$ cat src/rtl/btn_led_ctrl.sv
// btn_led_ctrl
//   Pushbutton-to-LED front end. The raw button is synchronised, debounced
//   and turned into a one-cycle press strobe. A mode machine steps on each
//   press and selects what drives the LED.
//
//   Ports
//     clk100mhz    in   system clock
//     rst_n        in   asynchronous active-low reset
//     btn          in   raw pushbutton, asynchronous, active-high
//     led          out  registered LED drive
//     mode[1:0]    out  current mode (00 INVERT, 01 SOLID, 10 BLINK, 11 OFF)
//     press_pulse  out  one-cycle strobe per accepted press
//
//   Build option
//     BTN_LONG_PRESS_EN  when defined, holding the button for
//                        LONG_PRESS_CYCLES forces the mode back to INVERT
//                        once per hold.
//
//   Mode states
//     state    | meaning
//     ---------+-----------------------------------------
//     M_INVERT | led follows the inverted debounced button
//     M_SOLID  | led held on
//     M_BLINK  | led toggles every BLINK_HALF_PERIOD cycles
//     M_OFF    | led held off
module btn_led_ctrl #(
    parameter int DEBOUNCE_CYCLES   = 1000000,
    parameter int BLINK_HALF_PERIOD = 25000000,
    parameter int LONG_PRESS_CYCLES = 200000000
) (
    input  logic       clk100mhz,
    input  logic       rst_n,
    input  logic       btn,
    output logic       led,
    output logic [1:0] mode,
    output logic       press_pulse
);

    if (DEBOUNCE_CYCLES < 2 || BLINK_HALF_PERIOD < 2 || LONG_PRESS_CYCLES < 2) begin : g_param_err
        $error("btn_led_ctrl: cycle-count parameters must be at least 2");
    end

    localparam int DW = $clog2(DEBOUNCE_CYCLES);
    localparam int BW = $clog2(BLINK_HALF_PERIOD);
    localparam logic [DW-1:0] DB_LAST = DW'(DEBOUNCE_CYCLES - 1);
    localparam logic [BW-1:0] BL_LAST = BW'(BLINK_HALF_PERIOD - 1);

    typedef enum logic [1:0] {
        M_INVERT = 2'b00,
        M_SOLID  = 2'b01,
        M_BLINK  = 2'b10,
        M_OFF    = 2'b11
    } mode_t;

    logic [1:0]    sync_q;
    logic          btn_s;
    logic          btn_db;
    logic          btn_db_d;
    logic [DW-1:0] db_cnt;
    logic [BW-1:0] blink_cnt;
    logic          blink_q;
    logic          long_fire;
    mode_t         mode_q;
    mode_t         mode_d;

    assign btn_s = sync_q[1];

    // Synchroniser, debouncer and press edge detect. The debounced level
    // only moves once btn_s has disagreed with it for DEBOUNCE_CYCLES
    // consecutive cycles; any agreement restarts the count.
    always_ff @(posedge clk100mhz or negedge rst_n) begin
        if (!rst_n) begin
            sync_q      <= 2'b00;
            btn_db      <= 1'b0;
            btn_db_d    <= 1'b0;
            db_cnt      <= '0;
            press_pulse <= 1'b0;
        end else begin
            sync_q      <= {sync_q[0], btn};
            btn_db_d    <= btn_db;
            press_pulse <= btn_db & ~btn_db_d;
            if (btn_s == btn_db) begin
                db_cnt <= '0;
            end else if (db_cnt == DB_LAST) begin
                btn_db <= btn_s;
                db_cnt <= '0;
            end else begin
                db_cnt <= db_cnt + DW'(1);
            end
        end
    end

`ifdef BTN_LONG_PRESS_EN
    localparam int HW = $clog2(LONG_PRESS_CYCLES);
    localparam logic [HW-1:0] HOLD_LAST = HW'(LONG_PRESS_CYCLES - 1);

    logic [HW-1:0] hold_cnt;
    logic          hold_done;

    // Hold counter saturates at its terminal value; hold_done keeps the
    // forced return to a single event per hold.
    always_ff @(posedge clk100mhz or negedge rst_n) begin
        if (!rst_n) begin
            hold_cnt  <= '0;
            hold_done <= 1'b0;
        end else if (!btn_db) begin
            hold_cnt  <= '0;
            hold_done <= 1'b0;
        end else if (hold_cnt != HOLD_LAST) begin
            hold_cnt <= hold_cnt + HW'(1);
        end else begin
            hold_done <= 1'b1;
        end
    end

    assign long_fire = btn_db & (hold_cnt == HOLD_LAST) & ~hold_done;
`else
    assign long_fire = 1'b0;
`endif

    always_ff @(posedge clk100mhz or negedge rst_n) begin
        if (!rst_n) begin
            mode_q <= M_INVERT;
        end else begin
            mode_q <= mode_d;
        end
    end

    always_comb begin
        mode_d = mode_q;
        if (press_pulse) begin
            case (mode_q)
                M_INVERT: mode_d = M_SOLID;
                M_SOLID:  mode_d = M_BLINK;
                M_BLINK:  mode_d = M_OFF;
                M_OFF:    mode_d = M_INVERT;
                default:  mode_d = M_INVERT;
            endcase
        end
        // The long-press return wins over a coincident normal step.
        if (long_fire) begin
            mode_d = M_INVERT;
        end
    end

    // Blink phase restarts on entry so the first half-period is always on.
    always_ff @(posedge clk100mhz or negedge rst_n) begin
        if (!rst_n) begin
            blink_cnt <= '0;
            blink_q   <= 1'b1;
        end else if (mode_d == M_BLINK && mode_q != M_BLINK) begin
            blink_cnt <= '0;
            blink_q   <= 1'b1;
        end else if (mode_q == M_BLINK) begin
            if (blink_cnt == BL_LAST) begin
                blink_cnt <= '0;
                blink_q   <= ~blink_q;
            end else begin
                blink_cnt <= blink_cnt + BW'(1);
            end
        end else begin
            blink_cnt <= '0;
            blink_q   <= 1'b1;
        end
    end

    always_ff @(posedge clk100mhz or negedge rst_n) begin
        if (!rst_n) begin
            led <= 1'b1;
        end else begin
            case (mode_q)
                M_INVERT: led <= ~btn_db;
                M_SOLID:  led <= 1'b1;
                M_BLINK:  led <= blink_q;
                M_OFF:    led <= 1'b0;
                default:  led <= 1'b1;
            endcase
        end
    end

    assign mode = mode_q;

endmodule

$ cat config.mk
export PLATFORM = sky130hd
export DESIGN_NAME = btn_led_ctrl
export DESIGN_NICKNAME = d
export VERILOG_FILES = /design/src/rtl/btn_led_ctrl.sv
export SDC_FILE = /design/constraint.sdc
export NUM_CORES = 1
export LEC_CHECK = 0
export ABC_AREA = 1
export BUFFER_PORTS_ARGS = -buffer_cell sky130_fd_sc_hd__buf_2
export CAP_MARGIN = 30
export CORE_ASPECT_RATIO = 0.6
export CORE_MARGIN = 3
export CORE_UTILIZATION = 35
export DETAILED_ROUTE_END_ITERATION = 16
export SYNTH_ARGS = -nofsm -noshare
export SYNTH_HDL_FRONTEND = slang
export SYNTH_SLANG_ARGS = --single-unit
export TNS_END_PERCENT = 20
$ cat constraint.sdc
create_clock -name clk100mhz -period 1.3 [get_ports clk100mhz]
set_input_delay 0.065 -clock clk100mhz [delete_from_list [all_inputs] [get_ports clk100mhz]]
set_output_delay 0.065 -clock clk100mhz [all_outputs]
set_load 0.05 [all_outputs]
Word-level counts from Yosys, hierarchy flattened
Cells that the tools add are included.

Word-level logic and storage cells: 39. Output and inout bits: 4. Flip-flop bits (word level): 54. Input port bits: 3.

Reduce and logical (&&, ||, !) cells: 3. Equal/unequal tests: 9. Add/sub/neg operators: 2. Multiplexer cells: 11. Bitwise logic cells: 5.

Operator list (number): two-way mux 25 bit (3); two-way mux 20 bit (2); adder 25 x 1 -> 25 bit, second input constant (1); == test 25 bit, second input constant (1); adder 20 x 1 -> 20 bit, second input constant (1); == test 20 bit, second input constant (1); case mux 2 bit (4 select lines) (1); == test 2 bit, second input constant (3); NOT 1 bit (4); case mux 1 bit (4 select lines) (1); two-way mux 1 bit (3); inequality test 3 x 2 -> 1 bit, second input constant (1); == test 2 x 1 -> 1 bit, second input constant (1); zero test 2 bit (1); two-way mux 2 bit (1); inequality test 2 bit, second input constant (1); AND reduction 2 bit (1); bitwise AND 1 bit (1); == test 1 bit (1); logical AND 1 bit (1).

Logic depth before layout (Yosys ltp)
Gate-level depths: netlist of the first run.

Depth after elaboration: 6. Gate-level depth with buffers: 9.

Worst setup path after synthesis of the first run
No wires, ideal clock.

Path kind: register to register. Start: reg mode_q[0], in the netlist mode[0]. End: reg blink_cnt[14]. Setup slack: -0.323 ns. Arrival time: 1.503 ns. Clock period less this slack: 1.623 ns. Library setup time: 0.121 ns. Buffers on the path: 1. Cell stages (with the launch flop): 8. Cell sequence: dfrtp_1 inv_1 ha_1 inv_1 nor2_2 buf_6 nand2_1 nor2_1.

Longest elaborated chain between the ends: 6. Elaborated cells on any way between the ends: 11.

Ends and longest elaborated chain: from (decl) (line 63) `mode_t mode_q;`; from (signal assigned) (line 125) `mode_q <= mode_d;`; == test 2 bit, or another cell as far along (line 132) `case (mode_q)`; case mux 2 bit (4 select lines) (line 132); two-way mux 2 bit (line 131) `if (press_pulse) begin`; == test 2 bit (line 151) `end else if (mode_d == M_BLINK && mode_q != M_BLINK) begin`; logical AND 1 bit (line 151); two-way mux 25 bit (*) (line 151); to (signal assigned) (line 159) `blink_cnt <= blink_cnt + BW'(1);`; to (decl) (line 60) `logic [BW-1:0] blink_cnt;`.

Every way passes the cells marked *; elsewhere a longest branch is shown, timed or not. A chain may end at the register's enable or synchronous reset.

Worst setup path after layout of the first run
Start: reg blink_cnt[1]. End: reg blink_cnt[14].

Longest elaborated chain between the ends: 4. Elaborated cells on any way between the ends: 5.

Ends and longest elaborated chain: adder 25 x 1 -> 25 bit or == test 25 bit (tied branches) (line 159, 155); two-way mux 25 bit (*) (line 155) `if (blink_cnt == BL_LAST) begin`; two-way mux 25 bit (*) (line 154) `end else if (mode_q == M_BLINK) begin`; two-way mux 25 bit (*) (line 151).

Marks and branches as above.

==> results of run 1 <==
## routing by layer
| metal | share of wire (%) | up-vias | GRT usage (%) |
|---|---|---|---|
| met3 | 3.7 | 7 | 3.116 |
| met1 | 55 | 1217 | 27.01 |
| met5 | 0 | - | 0 |
| met2 | 40 | 44 | 21.46 |
| li1 | - | 1367 | - |
| met4 | 0.90 | 0 | 3.646 |
## path summary, 6_finish.rpt
| path | slack [ps] | depth (start not counted) | startpoint | endpoint |
|---|---|---|---|---|
| setup / recovery | -150 | 9 | blink_cnt[1] | blink_cnt[14] |
| hold / removal | 180 | 2 | rst_n | db_cnt[18] |
| setup reg to reg | -150 | 9 | blink_cnt[1] | blink_cnt[14] |
| hold reg to reg | 350 | 0 | sync_q[0] | sync_q[1] |
| max in group asynchronous | 550 | 3 | rst_n | blink_q |
| min in group clk100mhz | 350 | 0 | sync_q[0] | sync_q[1] |
## flip-flops by register name, indices dropped and copies added, names as in the netlist, 2 cells and up
signal / cells
sync_q: 2
db_cnt: 20
blink_cnt: 25
mode: 2
## layout by cell type (no fill, tap or decap), types with 2 or more instances in the layout
cell type and instances:
o21ai_0 3, clkbuf_16 5, nor3_1 5, nand3_2 10
dfstp_2 2, nor2_4 14, ha_4 3, clkbuf_1 2
dfrtp_2 5, xor2_2 2, nand2_1 83, dfrtp_1 47
buf_12 4, xnor2_1 8, inv_1 38, nand2_4 4
xor2_1 8, dlygate4sd3_1 2, buf_4 69, nand4_1 5
buf_6 2, a21oi_1 4, nand3_1 8, nand2_2 19
inv_2 3, nor2_2 19, buf_2 6, nor2_1 80
nor3_2 4, nand3_4 2
## area by class of cell
class | instances | area (um^2) | share of cell area [%]
Multi-Input combinational cell | 289 | 1699 | 40.59
Sequential cell | 54 | 1360 | 32.49
Timing Repair Buffer | 83 | 670.6 | 16.02
Inverter | 43 | 163.9 | 3.915
Clock buffer | 7 | 132.6 | 3.168
Tap cell | 104 | 130.1 | 3.108
Clock inverter | 1 | 30.03 | 0.7173
## per-stage QoR
| step | util, % | std cells |
|---|---|---|
| 2_1_floorplan | - | 387 |
| 3_3_place_gp | 46.52 | 556 |
| 3_5_place_dp | 46.52 | 556 |
| 4_1_cts | 50.54 | 571 |
| 5_1_grt | 54.89 | 581 |
| 6_report | 54.89 | 581 |
## power by group through the flow
stage / registers [mW] / clock network, mW / logic (mW)
after floorplan: 1.73 / 0 / 0.0226
after global placement: 1.73 / 0 / 0.0946
after detailed placement: 1.73 / 0 / 0.0962
after CTS: 1.70 / 1.55 / 0.102
after global routing: 1.70 / 1.61 / 0.126
final: 1.70 / 1.53 / 0.112
## Yosys cell counts (5+ instances only)
master	count
dfrtp_1	52
nand4_1	5
nor3_1	9
nor2_2	8
xor2_1	10
inv_1	41
nand2_2	5
nor2_1	104
nand2_1	101
nand3_1	18
xnor2_1	8
## cell families (layout without fill, tap and decap cells)
kind of cell | after synthesis | in the layout | synth area share (%)
xor gates and xnor gates | 18 | 18 | 5.452
buffers and inverters | 44 | 134 | 5.971
AOI/OAI and AO/OA | 10 | 10 | 2.250
adders and majority gates | 4 | 4 | 1.731
and+or+nand+nor | 257 | 257 | 37.78
DFF | 54 | 54 | 46.82
## timing repair
item,CTS,global route
pin swaps,9,29
hold endpoints to repair,13,0
resized for setup,20,65
endpoints found under the setup margin,37,43
setup buffers,6,10
hold buffers,2,0
==> results.toml, run 1 <==
[sta]
finalCritPeriodShare_pct = 111.8
slew_viol_final = 0
finClkSkew_ps = 6.003
setup_viol = 37
fin_crit_ps = 1454
hold_viol_final = 0
tightestPinTransition_ps = 382.4
rsz0062_at_grt = "true"
whs_ps = 182.8
maxSlewHeadroom_pct = 74.41
finalSetupTns_ps = -3300
max_freq_mhz = 687.8
setup_ws_ps = -153.9

[setup_path]
path_class = "reg2reg"
crit_chain = "ha_4 > nand2_4 > nor2_8 > nand3_4 > nor2_4 > nor2_4 > buf_12 > nand2_2 > nor2_2"
critical_path.top_delay_family = "simple AND/OR/NAND/NOR gates"
cpMaxStageDelayCell = "dfrtp_1"
slowest_delay_ps = 400
cp-end-kind = "register"
cpMostUsedCell = "nor2_4"
critPathBufInv = 1
cp_max_fo = 12
arrival_ps = 1640
cp-start-kind = "register"
required_ps = 1480

[cells_and_area]
drive_gt1_share_pct = 37.53
fin_nets = 483
num_antenna_cells = 0
fin_area_um2 = 4187
final.fill_count = 720
area_growth_pct = 44.79

[floorplanning]
num_rows = 24
pin_count = 7
die_w_um = 123.3
die_h_um = 76.41
core_area_um2 = 7627
start_util_pct = 37.91
die-area_um2 = 9424

[synth]
synth_edf_count = 0
yosys_warnings = 0
synth.cell_area_um2 = 2892
synth_flop_cell = "dfrtp_1"
ys_seq_area_share_pct = 46.82
syn-num-nets = 394
synth_seq_cells = 54
yosys.area.top_type = "dfrtp_1"
syn_avg_cell_area_um2 = 7.472
yosysTopAreaCellShare_pct = 45.00
synthTopCellsByArea = "dfrtp_1 45%, nor2_1 14%, nand2_1 13%, inv_1 5.3%, nand3_1 3.1%"
ys_types = 27
async_flop_share_pct = 100.0
synthCells = 387

[global_routing]
overflow = 0
grt_antenna_before_repair = 0
grt_max_degree = 43
first_global_vias = 2495
grt_usage_pct = 16.39
grt_pass1_wl_mm = 12.20

[hold_path]
hp-class = "in2async"

[power_and_ir_drop]
clockPowerShare_pct = 45.8
power.density_nw_per_um2 = 798.7
power_frac_seq_pct = 50.9
swShare_pct = 20.86
leakagePower_nw = 1.843
p_comb_share_pct = 3.4
power_mw = 3.344
peakVddDrop_mv = 0.4443
intPower_mw = 2.646
net-switching-power_mw = 0.6977

[outcome]
status = "complete, but fails checks"
failed_checks = "setup timing"

[cts]
cts-root-buf = "clkbuf_16"
cts.clk_slew.worst_paths_ps = 70
clockBufferDepth = 2
cts.htree.levels = 2
clock_sinks = 54
clk_latency_ps = 300
cts_buffers = 5
cts_tree = "built"

[place]
preCtsSetupSlack_ps = -302.4
dp_hpwl_mm = 5.289
portBuffers = 6
gp_congestion = 0.8569
place_area_um2 = 3548

[route]
detail-route-antenna-nets = 0
finalWirelength_mm = 7.566
drc = 0
vias = 2635
wire_per_inst_um = 13.02
dr.pass1.iters = 5
via_per_inst = 4.535
drt_iter0_drc = 231

[job]
drv_cap = 0
Power figures use the tool's default switching activity.
==> run 2: changes to the inputs <==
--- a/config.mk
+++ b/config.mk
@@ -6,12 +6,13 @@
 export NUM_CORES = 1
 export LEC_CHECK = 0
 export ABC_AREA = 1
-export BUFFER_PORTS_ARGS = -buffer_cell sky130_fd_sc_hd__buf_2
 export CAP_MARGIN = 30
 export CORE_ASPECT_RATIO = 0.6
 export CORE_MARGIN = 3
 export CORE_UTILIZATION = 35
 export DETAILED_ROUTE_END_ITERATION = 16
+export DONT_BUFFER_PORTS = 1
+export REMOVE_ABC_BUFFERS = 1
 export SYNTH_ARGS = -nofsm -noshare
 export SYNTH_HDL_FRONTEND = slang
 export SYNTH_SLANG_ARGS = --single-unit
==> run 2 against run 1 <==
The run ends with hold timing, setup timing left. Via count decreased by 0.27%. Final area is 1.6% lower. Critical path depth up 1. Clock-buffer cell count down 1. Worst hold slack got worse by 720 ps. Largest power group unchanged. First-iteration DRC count shrank 26%. Clock power about the same. Sequential cell count unchanged. Die area is the same. Global-route usage fell by 0.35 points. Register-to-register slack gained 30 ps. Core utilization decreased by 0.87 points.
==> results.toml, run 2 (synthesis gave the netlist of run 1 again) <==
[global_routing]
grt_max_degree = 55
first_global_vias = 2371
grt_pass1_wl_mm = 11.95
overflow = 0
grt_antenna_before_repair = 0
grt_usage_pct = 16.04

[sta]
finClkSkew_ps = 7.578
whs_ps = -537.8
tightestPinTransition_ps = 281.2
setup_ws_ps = -119.4
max_freq_mhz = 704.5
rsz0062_at_grt = "true"
setup_viol = 36
finalSetupTns_ps = -3296
finalCritPeriodShare_pct = 109.2
slew_viol_final = 0
hold_viol_final = 54
fin_crit_ps = 1419
maxSlewHeadroom_pct = 81.24

[place]
portBuffers = 0
dp_hpwl_mm = 5.143
gp_congestion = 0.8984
preCtsSetupSlack_ps = -429.4

[cts]
clock_sinks = 54
cts-root-buf = "clkbuf_16"
cts.clk_slew.worst_paths_ps = 70
cts_tree = "built"
cts.htree.levels = 2
clk_latency_ps = 290
cts_buffers = 5
clockBufferDepth = 2
cts_hold_buf = 1

[cells_and_area]
layout_commonest_cell = "nor2_1"
num_antenna_cells = 0
drive_gt1_share_pct = 34.04
largestRegisters = "blink_cnt (25), db_cnt (20)"
utilization_pct = 54.02
final_cell_mix = "85 x nor2_1, 84 x nand2_1, 69 x buf_4, 52 x dfrtp_1, 39 x inv_1"
fin_nets = 480
largest-register = "blink_cnt"
final.fill_count = 712
largest_reg_flops = 25
area_growth_pct = 42.49

[setup_path]
arrival_ps = 1650
timing.rr.start = "blink_cnt[1]"
rr_endpoint = "blink_cnt[22]"
cp-start-kind = "register"
path_class = "reg2reg"
cp_max_fo = 4
cp-end-kind = "register"
r2r_cells = 10
r2r_slack_ps = -120
required_ps = 1530

[power_and_ir_drop]
peakVddDrop_mv = 0.5099
power_mw = 3.343
power.density_nw_per_um2 = 811.4
p_comb_share_pct = 2.4
power_frac_seq_pct = 50.9
leakagePower_nw = 1.845
net-switching-power_mw = 0.6576
clockPowerShare_pct = 46.7
intPower_mw = 2.686
swShare_pct = 19.67

[floorplanning]
pin_count = 7
core_area_um2 = 7627
die_w_um = 123.3
start_util_pct = 37.91
num_rows = 24
die-area_um2 = 9424
die_h_um = 76.41

[route]
finalWirelength_mm = 7.336
wire_per_inst_um = 12.71
dr.pass1.iters = 5
drt_iter0_drc = 170
drc = 0
via_per_inst = 4.555
vias = 2628
detail-route-antenna-nets = 0

[job]
drv_cap = 0

[outcome]
failed_checks = "hold timing, setup timing"
status = "complete, but fails checks"

[hold_path]
hp-class = "in2async"
[run 2: cell count changes in the layout (fill, tap and decap cells not counted), sizes merged]
cell / change
inv: +1
clkbuf: -1
dlygate4sd3: -1
clkinv: -1
buf: -2
[run 2: layout make-up]
| cell class | count | area (um^2) | area share [%] |
|---|---|---|---|
| repair buffers | 80 | 649.4 | 15.76 |
| multi-input cells | 289 | 1652 | 40.08 |
| clock buffers | 6 | 138.9 | 3.371 |
| inverters | 43 | 166.4 | 4.039 |
| flip-flops and latches | 54 | 1354 | 32.86 |
| clock inverters | 1 | 30.03 | 0.7288 |
| well taps | 104 | 130.1 | 3.158 |
[run 2: repair_timing]
action	4_1_cts	5_1_grt
buffers inserted	4	7
gates resized for setup	37	50
endpoints found under the setup margin	40	45
pin swaps	14	19
hold endpoints to repair	55	54
[run 2: critical path, stage by stage, from the launching register on]
cell,delay (ps)
dfrtp_1,410
ha_4,170
nand2_4,70
nor2_8,130
buf_6,130
nand2_4,60
nor2_4,130
nand2_2,70
nand2_1,60
nand2_1,50
nor2_1,70
[run 2: power by group through the flow]
stage / registers, mW / logic, mW / clock network, mW
after floorplan: 1.73 / 0.0226 / 0
after global placement: 1.73 / 0.0601 / 0
after detailed placement: 1.73 / 0.0612 / 0
after CTS: 1.70 / 0.0723 / 1.58
after global routing: 1.70 / 0.0885 / 1.66
final: 1.70 / 0.0807 / 1.56
[run 2: layer usage]
| layer | part of all wire, % | routed length, um | global-route usage [%] | vias to the layer above |
|---|---|---|---|---|
| li1 | - | - | - | 1359 |
| met3 | 5.3 | 391 | 3.042 | 4 |
| met2 | 39 | 2894 | 19.89 | 59 |
| met1 | 54 | 3970 | 26.76 | 1206 |
| met5 | 0 | 0 | 0 | - |
| met4 | 1.1 | 79 | 4.972 | 0 |
[run 2: worst max-delay path by stage]
| stage | from | endpoint | depth (start not counted) |
|---|---|---|---|
| 6_report | blink_cnt[1] | blink_cnt[22] | 10 |
| 5_1_grt | blink_cnt[9] | blink_cnt[16] | 9 |
| 3_5_place_dp | blink_cnt[0] | blink_cnt[19] | 8 |
| 3_3_place_gp | blink_cnt[0] | blink_cnt[12] | 8 |
| 4_1_cts | db_cnt[1] | db_cnt[3] | 7 |
| 2_1_floorplan | mode[0] | blink_cnt[12] | 6 |
[run 2: stage by stage]
stage | instance area [um^2] | std cells
after floorplan | 2880 | 386
after global placement | 3533 | 558
after detailed placement | 3533 | 558
after CTS | 3901 | 570
after global routing | 4120 | 577
final | 4120 | 577
==> run 3: changes to the inputs <==
--- a/config.mk
+++ b/config.mk
@@ -9,7 +9,7 @@
 export CAP_MARGIN = 30
 export CORE_ASPECT_RATIO = 0.6
 export CORE_MARGIN = 3
-export CORE_UTILIZATION = 35
+export CORE_UTILIZATION = 45
 export DETAILED_ROUTE_END_ITERATION = 16
 export DONT_BUFFER_PORTS = 1
 export REMOVE_ABC_BUFFERS = 1
==> run 3 against run 2 <==
The run still ends with hold timing, setup timing left. Clock skew up 2.8 ps. Worst hold slack worse by 42 ps. Sequential power is essentially flat. Routed wire length is 7.4% higher. First-iteration DRC count grew 8.8%. Cell count is 1.6% lower. Die area down 21%. Clock power fell by 12%. Sequential share of layout area down 0.80 points. Core utilization rose by 18 points. Critical path type unchanged. Critical endpoint unchanged.
==> results.toml, run 3 (synthesis gave the netlist of run 1 again) <==
[sta]
finalCritPeriodShare_pct = 114.1
hold_viol_final = 54
rsz0062_at_grt = "true"
tightestPinTransition_ps = 331.2
setup_ws_ps = -182.7
whs_ps = -579.8
max_freq_mhz = 674.5
maxSlewHeadroom_pct = 77.84
finClkSkew_ps = 10.40
setup_viol = 38
fin_crit_ps = 1483
slew_viol_final = 0

[route]
detail-route-antenna-nets = 0
drt_iter0_drc = 185
via_per_inst = 4.933
drc = 0
vias = 2802
finalWirelength_mm = 7.879
wire_per_inst_um = 13.87
dr.pass1.iters = 4

[power_and_ir_drop]
intPower_mw = 2.495
peakVddDrop_mv = 0.6639
swShare_pct = 20.61
power.density_nw_per_um2 = 743.4
p_comb_share_pct = 2.0
clockPowerShare_pct = 43.9
net-switching-power_mw = 0.6476
leakagePower_nw = 1.873
power_frac_seq_pct = 54.1

[hold_path]
hp-class = "in2async"

[cts]
clockBufferDepth = 2
cts_tree = "built"
cts_buffers = 5
clk_latency_ps = 320
cts-root-buf = "clkbuf_8"
cts.htree.levels = 2
cts_hold_buf = 1
clock_sinks = 54
cts.clk_slew.worst_paths_ps = 110

[outcome]
failed_checks = "hold timing, setup timing"
status = "complete, but fails checks"

[floorplanning]
start_util_pct = 49.13
die_h_um = 68.09
core_area_um2 = 5886
die_w_um = 109.5
die-area_um2 = 7455
num_rows = 21
pin_count = 7

[setup_path]
cp-start-kind = "register"
path_class = "reg2reg"
cp-end-kind = "register"
required_ps = 1560
cpMostUsedCell = "nand2_1"
crit_chain = "ha_4 > nand2_4 > nor2_8 > buf_12 > nand2_8 > nor2_4 > nand2_2 > nand2_1 > nand2_1 > nor2_1"
cpMaxStageDelayCell = "dfrtp_1"
cp_max_fo = 6
slowest_delay_ps = 440
arrival_ps = 1740

[place]
preCtsSetupSlack_ps = -411.2
portBuffers = 0
gp_congestion = 0.9283
dp_hpwl_mm = 5.430

[global_routing]
grt.busiest_layer = "met1"
grt.met1_usage_pct = 35.46
grt_antenna_before_repair = 0
grt_util_met3_pct = 6.221
first_global_vias = 2564
grt_max_degree = 55
use_met2_pct = 28.42
grt_pass1_wl_mm = 12.48
overflow = 0
grt_usage_pct = 22.20

[cells_and_area]
fin_nets = 494
drive_gt1_share_pct = 37.30
layout_commonest_cell = "nand2_1"
final_cell_mix = "86 x nand2_1, 84 x nor2_1, 82 x buf_4, 51 x dfrtp_1, 33 x inv_1"
largestRegisters = "blink_cnt (25), db_cnt (20)"
num_antenna_cells = 0
final.fill_count = 455
area_growth_pct = 46.17
largest_reg_flops = 25
largest-register = "blink_cnt"

[job]
drv_cap = 0
[run 3: per-layer routing]
| layer | wire, um | part of all wire, % |
|---|---|---|
| met2 | 3077 | 39 |
| met3 | 487 | 6.2 |
| met4 | 89 | 1.1 |
| met1 | 4225 | 54 |
| met5 | 0 | 0 |
[run 3: cell type report]
type,instances,area (um^2),area share (%)
inverter,43,161.4,3.819
sequential,54,1355,32.06
clock inverter,3,68.82,1.628
multi-input combinational,289,1705,40.35
tap,80,100.1,2.368
timing repair buffer,94,767.0,18.15
clock buffer,5,68.82,1.628
[run 3: worst max-delay path: cells and delay by family, from the launching register on]
kind / cells / cell delay [ps]
adder cells (fa/ha/maj): 1 / 170
buffers and inverters: 1 / 150
flip-flops: 1 / 440
AND/OR/NAND/NOR: 8 / 660
[run 3: worst paths after layout]
path / start / slack, ps / cells after the start / endpoint
setup / recovery: blink_cnt[0] / -180 / 10 / blink_cnt[22]
hold / removal: rst_n / -580 / 0 / blink_cnt[16]
setup reg to reg: blink_cnt[0] / -180 / 10 / blink_cnt[22]
hold reg to reg: sync_q[0] / 360 / 0 / sync_q[1]
max in group asynchronous: rst_n / 1700 / 0 / led
min in group clk100mhz: btn / 310 / 1 / sync_q[0]
[run 3: power by group through the flow]
stage / Clock (mW) / Combinational (mW) / Sequential (mW)
after global routing: 1.49 / 0.0679 / 1.70
after CTS: 1.42 / 0.0603 / 1.70
after detailed placement: 0 / 0.0541 / 1.73
after global placement: 0 / 0.0536 / 1.73
final: 1.38 / 0.0620 / 1.70
after floorplan: 0 / 0.0226 / 1.73
[run 3: timing repair]
action	4_1_cts	5_1_grt
pin swaps	18	28
hold endpoints to repair	55	54
gates resized for setup	46	54
endpoints found under the setup margin	40	44
setup buffers	9	7
[run 3: stage by stage]
stage                     total power, mW  setup TNS [ps]  instance area, um^2  utilization (%)  instances
final                               3.142           -3811                 4227            71.81        568
after global routing                3.256           -6925                 4227            71.81        568
after CTS                           3.178           -3963                 3981            67.64        561
after detailed placement            1.783           -9399                 3583            60.88        543
after global placement              1.782           -8309                 3583            60.88        543
after floorplan                     1.752           -5317                 2880                -        386
